==> src/rtl/serial_tx_packetizer.sv <==
// Packet FIFO feeding a UART serialiser: optional header, payload words in selectable order,
// optional modulo checksum, all sent as back-to-back 8N1-style frames.
module serial_tx_packetizer #(
  parameter int unsigned          WordWidth         = 8,
  parameter int unsigned          Words             = 4,
  parameter int unsigned          QueueAddressWidth = 3,
  parameter int unsigned          DivWidth          = 16,
  parameter bit                   MsbWordFirst      = 1'b1,
  parameter bit                   HeaderEnable      = 1'b1,
  parameter logic [WordWidth-1:0] HeaderValue       = 'h7E,
  parameter bit                   ChecksumEnable    = 1'b1
) (
  input  logic                         i_clk,
  input  logic                         i_rst,
  input  logic                         i_ce,
  input  logic [Words*WordWidth-1:0]   i_data,
  input  logic [DivWidth-1:0]          i_div,
  output logic                         o_tx,
  output logic                         o_busy,
  output logic                         o_void,
  output logic                         o_overflow,
  output logic                         o_sent
);

  localparam int unsigned PktWidth   = Words * WordWidth;
  localparam int unsigned Depth      = 2 ** QueueAddressWidth;
  localparam int unsigned FrameWidth = $clog2(Words + 3);
  localparam int unsigned BitWidth   = $clog2(WordWidth + 1);
  localparam int unsigned HdrFrames  = HeaderEnable ? 1 : 0;
  localparam int unsigned CsFrames   = ChecksumEnable ? 1 : 0;

  localparam logic [QueueAddressWidth:0] DepthL   = (QueueAddressWidth + 1)'(Depth);
  localparam logic [FrameWidth-1:0]      FramesL  = FrameWidth'(Words + HdrFrames + CsFrames);
  localparam logic [FrameWidth-1:0]      PayEndL  = FrameWidth'(Words + HdrFrames);
  localparam logic [BitWidth-1:0]        LastBitL = BitWidth'(WordWidth - 1);

  localparam logic [2:0] StIdle  = 3'd0;
  localparam logic [2:0] StLoad  = 3'd1;
  localparam logic [2:0] StStart = 3'd2;
  localparam logic [2:0] StData  = 3'd3;
  localparam logic [2:0] StStop  = 3'd4;

  logic [PktWidth-1:0]          r_mem [Depth];
  logic [QueueAddressWidth-1:0] r_wr_ptr, r_rd_ptr;
  logic [QueueAddressWidth:0]   r_count;
  logic                         r_busy, r_overflow, r_sent;
  logic [2:0]                   r_state;
  logic [DivWidth-1:0]          r_div, r_cnt;
  logic [BitWidth-1:0]          r_bit;
  logic [FrameWidth-1:0]        r_frame;
  logic [PktWidth-1:0]          r_shift;
  logic [WordWidth-1:0]         r_word, r_csum;

  logic                         w_push, w_pop, w_bit_end, w_enter_start;
  logic                         w_is_header, w_is_payload;
  logic [QueueAddressWidth:0]   w_count_d;
  logic [WordWidth-1:0]         w_pay_word, w_next_word;

  // Fullness is the registered flag, so a same-cycle pop never rescues a push.
  assign w_push    = i_ce & ~r_busy;
  assign w_pop     = (r_state == StIdle) && (r_count != '0);
  assign w_bit_end = (r_cnt == r_div);
  assign w_enter_start = (r_state == StLoad) ||
                         ((r_state == StStop) && w_bit_end && (r_frame != FramesL));

  assign w_is_header  = HeaderEnable && (r_frame == '0);
  assign w_is_payload = !w_is_header && (r_frame < PayEndL);
  assign w_pay_word   = MsbWordFirst ? r_shift[PktWidth-1 -: WordWidth] : r_shift[WordWidth-1:0];
  assign w_next_word  = w_is_header ? HeaderValue : (w_is_payload ? w_pay_word : r_csum);

  always_comb begin
    w_count_d = r_count;
    if (w_push && !w_pop) begin
      w_count_d = r_count + (QueueAddressWidth + 1)'(1);
    end else if (!w_push && w_pop) begin
      w_count_d = r_count - (QueueAddressWidth + 1)'(1);
    end
  end

  always_ff @(posedge i_clk) begin
    if (w_push) begin
      r_mem[r_wr_ptr] <= i_data;
    end
  end

  always_ff @(posedge i_clk or posedge i_rst) begin
    if (i_rst) begin
      r_wr_ptr   <= '0;
      r_rd_ptr   <= '0;
      r_count    <= '0;
      r_busy     <= 1'b0;
      r_overflow <= 1'b0;
    end else begin
      r_count    <= w_count_d;
      r_busy     <= (w_count_d == DepthL);
      r_overflow <= i_ce & r_busy;
      if (w_push) r_wr_ptr <= r_wr_ptr + QueueAddressWidth'(1);
      if (w_pop)  r_rd_ptr <= r_rd_ptr + QueueAddressWidth'(1);
    end
  end

  // The pop cycle already clears the frame index and checksum, so the load cycle can
  // select frame 0 and arm the first start bit in one step.
  always_ff @(posedge i_clk or posedge i_rst) begin
    if (i_rst) begin
      r_shift <= '0;
      r_frame <= '0;
      r_csum  <= '0;
      r_word  <= '0;
      r_div   <= '0;
    end else if (w_pop) begin
      r_shift <= r_mem[r_rd_ptr];
      r_frame <= '0;
      r_csum  <= '0;
    end else if (w_enter_start) begin
      r_div   <= i_div;
      r_word  <= w_next_word;
      r_frame <= r_frame + FrameWidth'(1);
      if (w_is_payload) begin
        r_csum  <= r_csum + w_pay_word;
        r_shift <= MsbWordFirst ? (r_shift << WordWidth) : (r_shift >> WordWidth);
      end
    end else if ((r_state == StData) && w_bit_end) begin
      r_word <= r_word >> 1;
    end
  end

  always_ff @(posedge i_clk or posedge i_rst) begin
    if (i_rst) begin
      r_state <= StIdle;
      r_cnt   <= '0;
      r_bit   <= '0;
      r_sent  <= 1'b0;
    end else begin
      r_sent <= 1'b0;
      case (r_state)
        StIdle: if (w_pop) r_state <= StLoad;
        StLoad: begin
          r_state <= StStart;
          r_cnt   <= '0;
        end
        StStart: begin
          if (w_bit_end) begin
            r_state <= StData;
            r_cnt   <= '0;
            r_bit   <= '0;
          end else begin
            r_cnt <= r_cnt + DivWidth'(1);
          end
        end
        StData: begin
          if (w_bit_end) begin
            r_cnt <= '0;
            if (r_bit == LastBitL) r_state <= StStop;
            else                   r_bit   <= r_bit + BitWidth'(1);
          end else begin
            r_cnt <= r_cnt + DivWidth'(1);
          end
        end
        StStop: begin
          if (w_bit_end) begin
            r_cnt <= '0;
            if (r_frame == FramesL) begin
              r_state <= StIdle;
              r_sent  <= 1'b1;
            end else begin
              r_state <= StStart;
            end
          end else begin
            r_cnt <= r_cnt + DivWidth'(1);
          end
        end
        default: r_state <= StIdle;
      endcase
    end
  end

  // Combinational from the async-reset state so the line goes high the moment rst asserts.
  always_comb begin
    o_tx = 1'b1;
    case (r_state)
      StStart: o_tx = 1'b0;
      StData:  o_tx = r_word[0];
      default: o_tx = 1'b1;
    endcase
  end

  assign o_busy     = r_busy;
  assign o_void     = (r_state == StIdle) && (r_count == '0);
  assign o_overflow = r_overflow;
  assign o_sent     = r_sent;

endmodule

==> config.mk <==
export PLATFORM = sky130hd
export DESIGN_NAME = serial_tx_packetizer
export DESIGN_NICKNAME = d
export VERILOG_FILES = /design/src/rtl/serial_tx_packetizer.sv
export SDC_FILE = /design/constraint.sdc
export NUM_CORES = 1
export LEC_CHECK = 0
export CAP_MARGIN = 10
export CELL_PAD_IN_SITES_DETAIL_PLACEMENT = 1
export CELL_PAD_IN_SITES_GLOBAL_PLACEMENT = 1
export CORE_ASPECT_RATIO = 0.5
export CORE_MARGIN = 8
export CORE_UTILIZATION = 43
export CTS_CLUSTER_SIZE = 8
export DETAILED_ROUTE_END_ITERATION = 8
export GPL_TIMING_DRIVEN = 0
export PLACE_DENSITY = 0.71
export SYNTH_ARGS = -nofsm -noshare
export SYNTH_HDL_FRONTEND = slang
export SYNTH_SLANG_ARGS = --single-unit
==> constraint.sdc <==
create_clock -name i_clk -period 4.55 [get_ports i_clk]
set_clock_uncertainty 0.2 [all_clocks]
set_input_delay 0.6825 -clock i_clk [delete_from_list [all_inputs] [get_ports i_clk]]
set_output_delay 0.6825 -clock i_clk [all_outputs]
set_load 0.02 [all_outputs]
# Word-level counts from Yosys, hierarchy flattened

Memory sizes are Yosys's and may differ from the RTL's.
Cells that the tools add are included.

Mux-type cells: 33
$lt $le $gt $ge: 1
Bitwise gates (word level): 4
$add $sub $neg: 8
Reduce and logical (&&, ||, !) cells: 27
Equal/unequal tests: 15

Operators with widths:

| kind                                           | count |
|---|---|
| 2-to-1 mux 32 bit                              | 3 |
| 2-to-1 mux 8 bit                               | 7 |
| one-hot mux 16 bit (2 select lines)            | 1 |
| 2-to-1 mux 3 bit                               | 7 |
| 2-to-1 mux 4 bit                               | 5 |
| adder 16 x 1 -> 16 bit (second input constant) | 1 |
| == test 16 bit                                 | 1 |
| 2-to-1 mux 16 bit                              | 1 |
| one-hot mux 3 bit (5 select lines)             | 1 |
| inequality test 2 bit (second input constant)  | 5 |
| nonzero test 2 bit                             | 5 |
| adder 3 x 1 -> 3 bit (second input constant)   | 3 |
| adder 4 x 1 -> 4 bit (second input constant)   | 2 |
| adder 8 bit                                    | 1 |
| logical AND 1 bit                              | 8 |
| one-hot mux 4 bit (2 select lines)             | 1 |
| == test 3 x 2 -> 1 bit (second input constant) | 2 |
| == test 3 bit (second input constant)          | 2 |
| logical NOT 3 bit                              | 2 |
| AND reduction 2 bit                            | 3 |
| 2-to-1 mux 1 bit                               | 5 |
| AND reduction 5 bit                            | 1 |
| == test 4 x 3 -> 1 bit (second input constant) | 1 |
| == test 4 bit (second input constant)          | 1 |
| other kinds (15)                               | 19 |

Memory bits (writable): 256
Bits in registers: 103
Memories kept: 1

Memories:

| name  | words | bits a word | read ports | clocked after Yosys merged registers in | wr ports | RTL line | text |
|---|---|---|---|---|---|---|---|
| r_mem | 8     | 32          | 1          | 0                                       | 1        | 43       | `logic [PktWidth-1:0] r_mem [Depth];` |

# Longest topological paths before layout

Word-level depth: 7
Mapped depth: 9
Mapped depth without buffers: 8

# Least setup slack after synthesis

No wires, ideal clock.

Path type: in2reg
From: input i_ce
To: memory r_mem[0][0] (netlist bit) (enable)
Cell stages on the path: 3
Arrival time: 3.990 ns
Slack: -0.141 ns
Buffers on the path: 1
Library setup time: 0.501 ns
Cells stage by stage: nand2b_1 -> clkbuf_1 -> nor4_1

Cells in the longest elaborated chain, start to end: 3

Ends and longest elaborated chain:

| item                                   | RTL line | text |
|---|---|---|
| start: declaration                     | 15       | `input logic i_ce,` |
| bitwise AND 1 bit                      | 60       | `assign w_push = i_ce & ~r_busy;` |
| 2-to-1 mux 1 bit                       | 81       | `if (w_push) begin` |
| 2-to-1 mux 1 bit (not written as such) | 82       | `r_mem[r_wr_ptr] <= i_data;` |
| end: declaration                       | 43       |  |

Every way passes these cells.

# Worst setup path in the final report

From: register r_count[0]
To: output o_void

Cells in the longest elaborated chain, start to end: 2

Ends and longest elaborated chain:

| item                     | RTL line | text |
|---|---|---|
| start: declaration       | 45       | `logic [QueueAddressWidth:0] r_count;` |
| start signal: assignment | 94       | `r_count <= w_count_d;` |
| logical NOT 4 bit        | 189      | `assign o_void = (r_state == StIdle) && (r_count == '0);` |
| logical AND 1 bit        | 189      |  |
| end: declaration         | 20       | `output logic o_void,` |

Every way passes these cells.

==> summary.md <==
| Metric | Value |
|---|---|
| Vias in the first global route | `9,323` |
| Total GRT Usage | `0.1677` |
| PwrDens | `537.4 mW/mm2` |
| Grt ovf | `0` |
| Clock sink count | `359` |
| CP endpoint kind | `primary output` |
| Dpl ws | `909.8 ps` |
| Post-CTS Resized | `0` |
| Period minus WS final | `3343 ps` |
| Final hold vios | `0` |
| Post-synth EDFFs | `256` |
| Max frequency | `299.2 MHz` |
| Depth of the CTS H-tree | `2` |
| Post-synth cell types | `51` |
| Final WL | `34,290 um` |
| CTS root buffer | `clkbuf_16` |
| Least-Margin Pin Slew | `1097 ps` |
| Vias per cell | `5.517` |
| Crit path largest cell delay | `620 ps` |
| Seq/Total Area, Yosys | `0.6930` |
| Pin count of the biggest net entering global routing | `67` |
| Setup Fix Bufs, Post-CTS | `0` |
| Required @ worst endpoint | `3670 ps` |
| Die area | `0.04100 mm2` |
| Fin crit share | `0.7347` |
| Clock Latency Late Sink | `570 ps` |
| Critical path class | `flop to primary output` |
| Ys flop type | `edfxtp_1` |
| Routed length per placed instance | `22.50 um` |
| Yosys Warn Count | `0` |
| Slew Viols, Final | `0` |
| Die boundary height | `147.2 um` |
| Max capacitance violation total | `0` |
| Min-delay worst type | `flop to flop` |
| Initial antenna violation count | `1` |
| First-pass GRT wire length | `53,870 um` |
| Num CTS Buffers | `50` |
| Area Growth Syn to Fin | `19.71%` |
| Final Non-Filler Cells | `1,524` |
| TritonCTS clock tree | `done` |
| RSZ-0062 raised after global routing | `false` |
| CTS Buffer Depth | `3` |
| Worst slew margin | `0.2644` |
| Via Count | `8,408` |
| Crit-path cells | `inv_1 > ha_1 > or3b_1 > buf_2 > nor2_1 > clkdlybuf4s50_1` |
| Core area | `0.03423 mm2` |
| Drt first pass iters | `7` |
| Critical-path maximum fanout | `7` |
| PortBufs | `55` |
| Peak supply drop | `0.2744 mV` |
| Nets | `1,107` |
| Share of cells above drive strength 1 | `0.1825` |
| Status | `completed` |
| Syn Inst Count | `910` |
| Worst-path clk slew | `50 ps` |
| CP Launch Type | `flop` |
| Synth Net Count | `979` |
| Starting density of the core | `0.4327` |
| Synthesized cell area | `0.01481 mm2` |
| Top Ports | `56` |
| # placed instances | `1,436` |
| GP Congestion | `0.7860` |
| Initial DRC count | `579` |
| Asr flop ratio synth | `0.2869` |
| Leakage | `0.006376 uW` |
| DRT antenna net count | `0` |
| Number of synthesized register bits | `359` |
| Avg Inst Size Synth | `16.28 um2` |
| Post-CTS Hold Buffers | `0` |
| Crit-path slowest cell | `clkdlybuf4s50_1` |
| Final Setup Violations | `0` |
| Drt drc | `0` |
| CP Data Arrival Time | `2460 ps` |
| Final setup margin | `1207 ps` |
| Row cnt | `48` |
| HPWL Detailed | `23,050 um` |
| Ant diodes | `0` |
| Chip width | `278.5 um` |
per-layer routing:
metal / wire [um] / vias to the layer above / global-route usage
li1: - / 3763 / -
met3: 1371 / 61 / 0.03467
met5: 8 / - / 0
met2: 16770 / 150 / 0.2816
met4: 633 / 2 / 0.04207
met1: 15500 / 4432 / 0.2227
cells by family after synthesis:
logic type      count (synthesis)  share of synthesized area
simple gates                  205                    0.06158
buf+inv                        63                    0.01892
xor+xnor                       43                    0.02542
mux                           124                     0.1394
flops                         359                     0.6930
fa+ha+maj                      18                    0.01571
compound gates                 98                    0.04604
critical path: cells and delay by family, from the launching register on:
kind | cells | cell delay, ps
adder cells (fa/ha/maj) | 1 | 140
buffers and inverters | 3 | 900
flip-flops | 1 | 460
AND/OR/NAND/NOR | 2 | 420
state kept, by name, summed over array words and instances (netlist names), 3 cells and up:
name,count
r_div,16
r_mem,256
r_count,4
r_word,8
r_shift,32
r_csum,8
r_state,3
r_wr_ptr,3
r_rd_ptr,3
r_bit,4
r_frame,3
r_cnt,16
final timing paths:
check	depth (start not counted)	start	slack (ps)	end
min in group asynchronous	2	i_rst	320	r_div[2]
max reg2reg	5	r_rd_ptr[1]	1600	r_shift[18]
max in group asynchronous	3	i_rst	3090	r_shift[28]
min	1	r_csum[7]	280	r_csum[7]
max	6	r_count[0]	1210	o_void
min reg2reg	1	r_csum[7]	280	r_csum[7]
placed cells by master, fill, tap and decap left out, drive strengths merged, types with 4 or more instances in the layout:
cell / count
nor2: 40
nand3: 10
o22ai: 15
buf: 49
inv: 17
mux2i: 42
o21ai: 22
nor3: 11
xor2: 25
nand2b: 4
dfrtp: 103
nor4: 5
o221ai: 25
mux4: 64
nand2: 107
nand4: 7
and2: 5
a21o: 5
mux2: 18
and3: 5
xnor2: 18
a21oi: 14
clkdlybuf4s50: 55
edfxtp: 256
clkbuf: 105
ha: 17
where the power goes:
| part | switching, uW | internal, uW | total [uW] | leakage (uW) |
|---|---|---|---|---|
| sequential | 278 | 4070 | 4340 | 0.00360 |
| clock | 1360 | 2050 | 3420 | 0.000680 |
| combinational | 968 | 800 | 1770 | 0.00210 |
| total | 2610 | 6920 | 9530 | 0.00638 |
layout make-up:
class | count | area (um2)
fill | 3242 | 16500
inverter | 16 | 62.56
buffer | 47 | 220.2
multi-input combinational | 488 | 4325
timing repair buffer | 76 | 859.6
tap | 450 | 563.0
clock inverter | 2 | 50.05
clock buffer | 86 | 1386
sequential | 359 | 10260
metrics by stage:
step	power (uW)	hold WS [ps]	utilization	area [um2]	setup TNS (ps)
finish	9529	281.0	0.5180	17730	0
global route	9947	298.5	0.5180	17730	0
CTS	9647	283.4	0.5180	17730	0
detailed placement	6184	273.1	0.4760	16300	0
global placement	5966	255.5	0.4654	15930	-456860
floorplan	5443	241.0	-	14820	0
Yosys cell counts, drive strengths merged, types with 5 or more instances:
master	n	share of area
inv	16	0.0041
mux2	18	0.014
and2	5	0.0022
clkbuf	19	0.0048
buf	28	0.010
edfxtp	256	0.52
nand2	107	0.027
nand3	10	0.0034
nand4	7	0.0030
xor2	25	0.015
o221ai	25	0.015
mux2i	42	0.028
and3	5	0.0021
mux4	64	0.097
a21oi	14	0.0052
o22ai	15	0.0063
a21o	5	0.0025
xnor2	18	0.011
ha	17	0.014
o21ai	22	0.0077
nor3	11	0.0045
nor4	5	0.0021
dfrtp	103	0.17
nor2	40	0.010
Power figures use the tool's default switching activity.
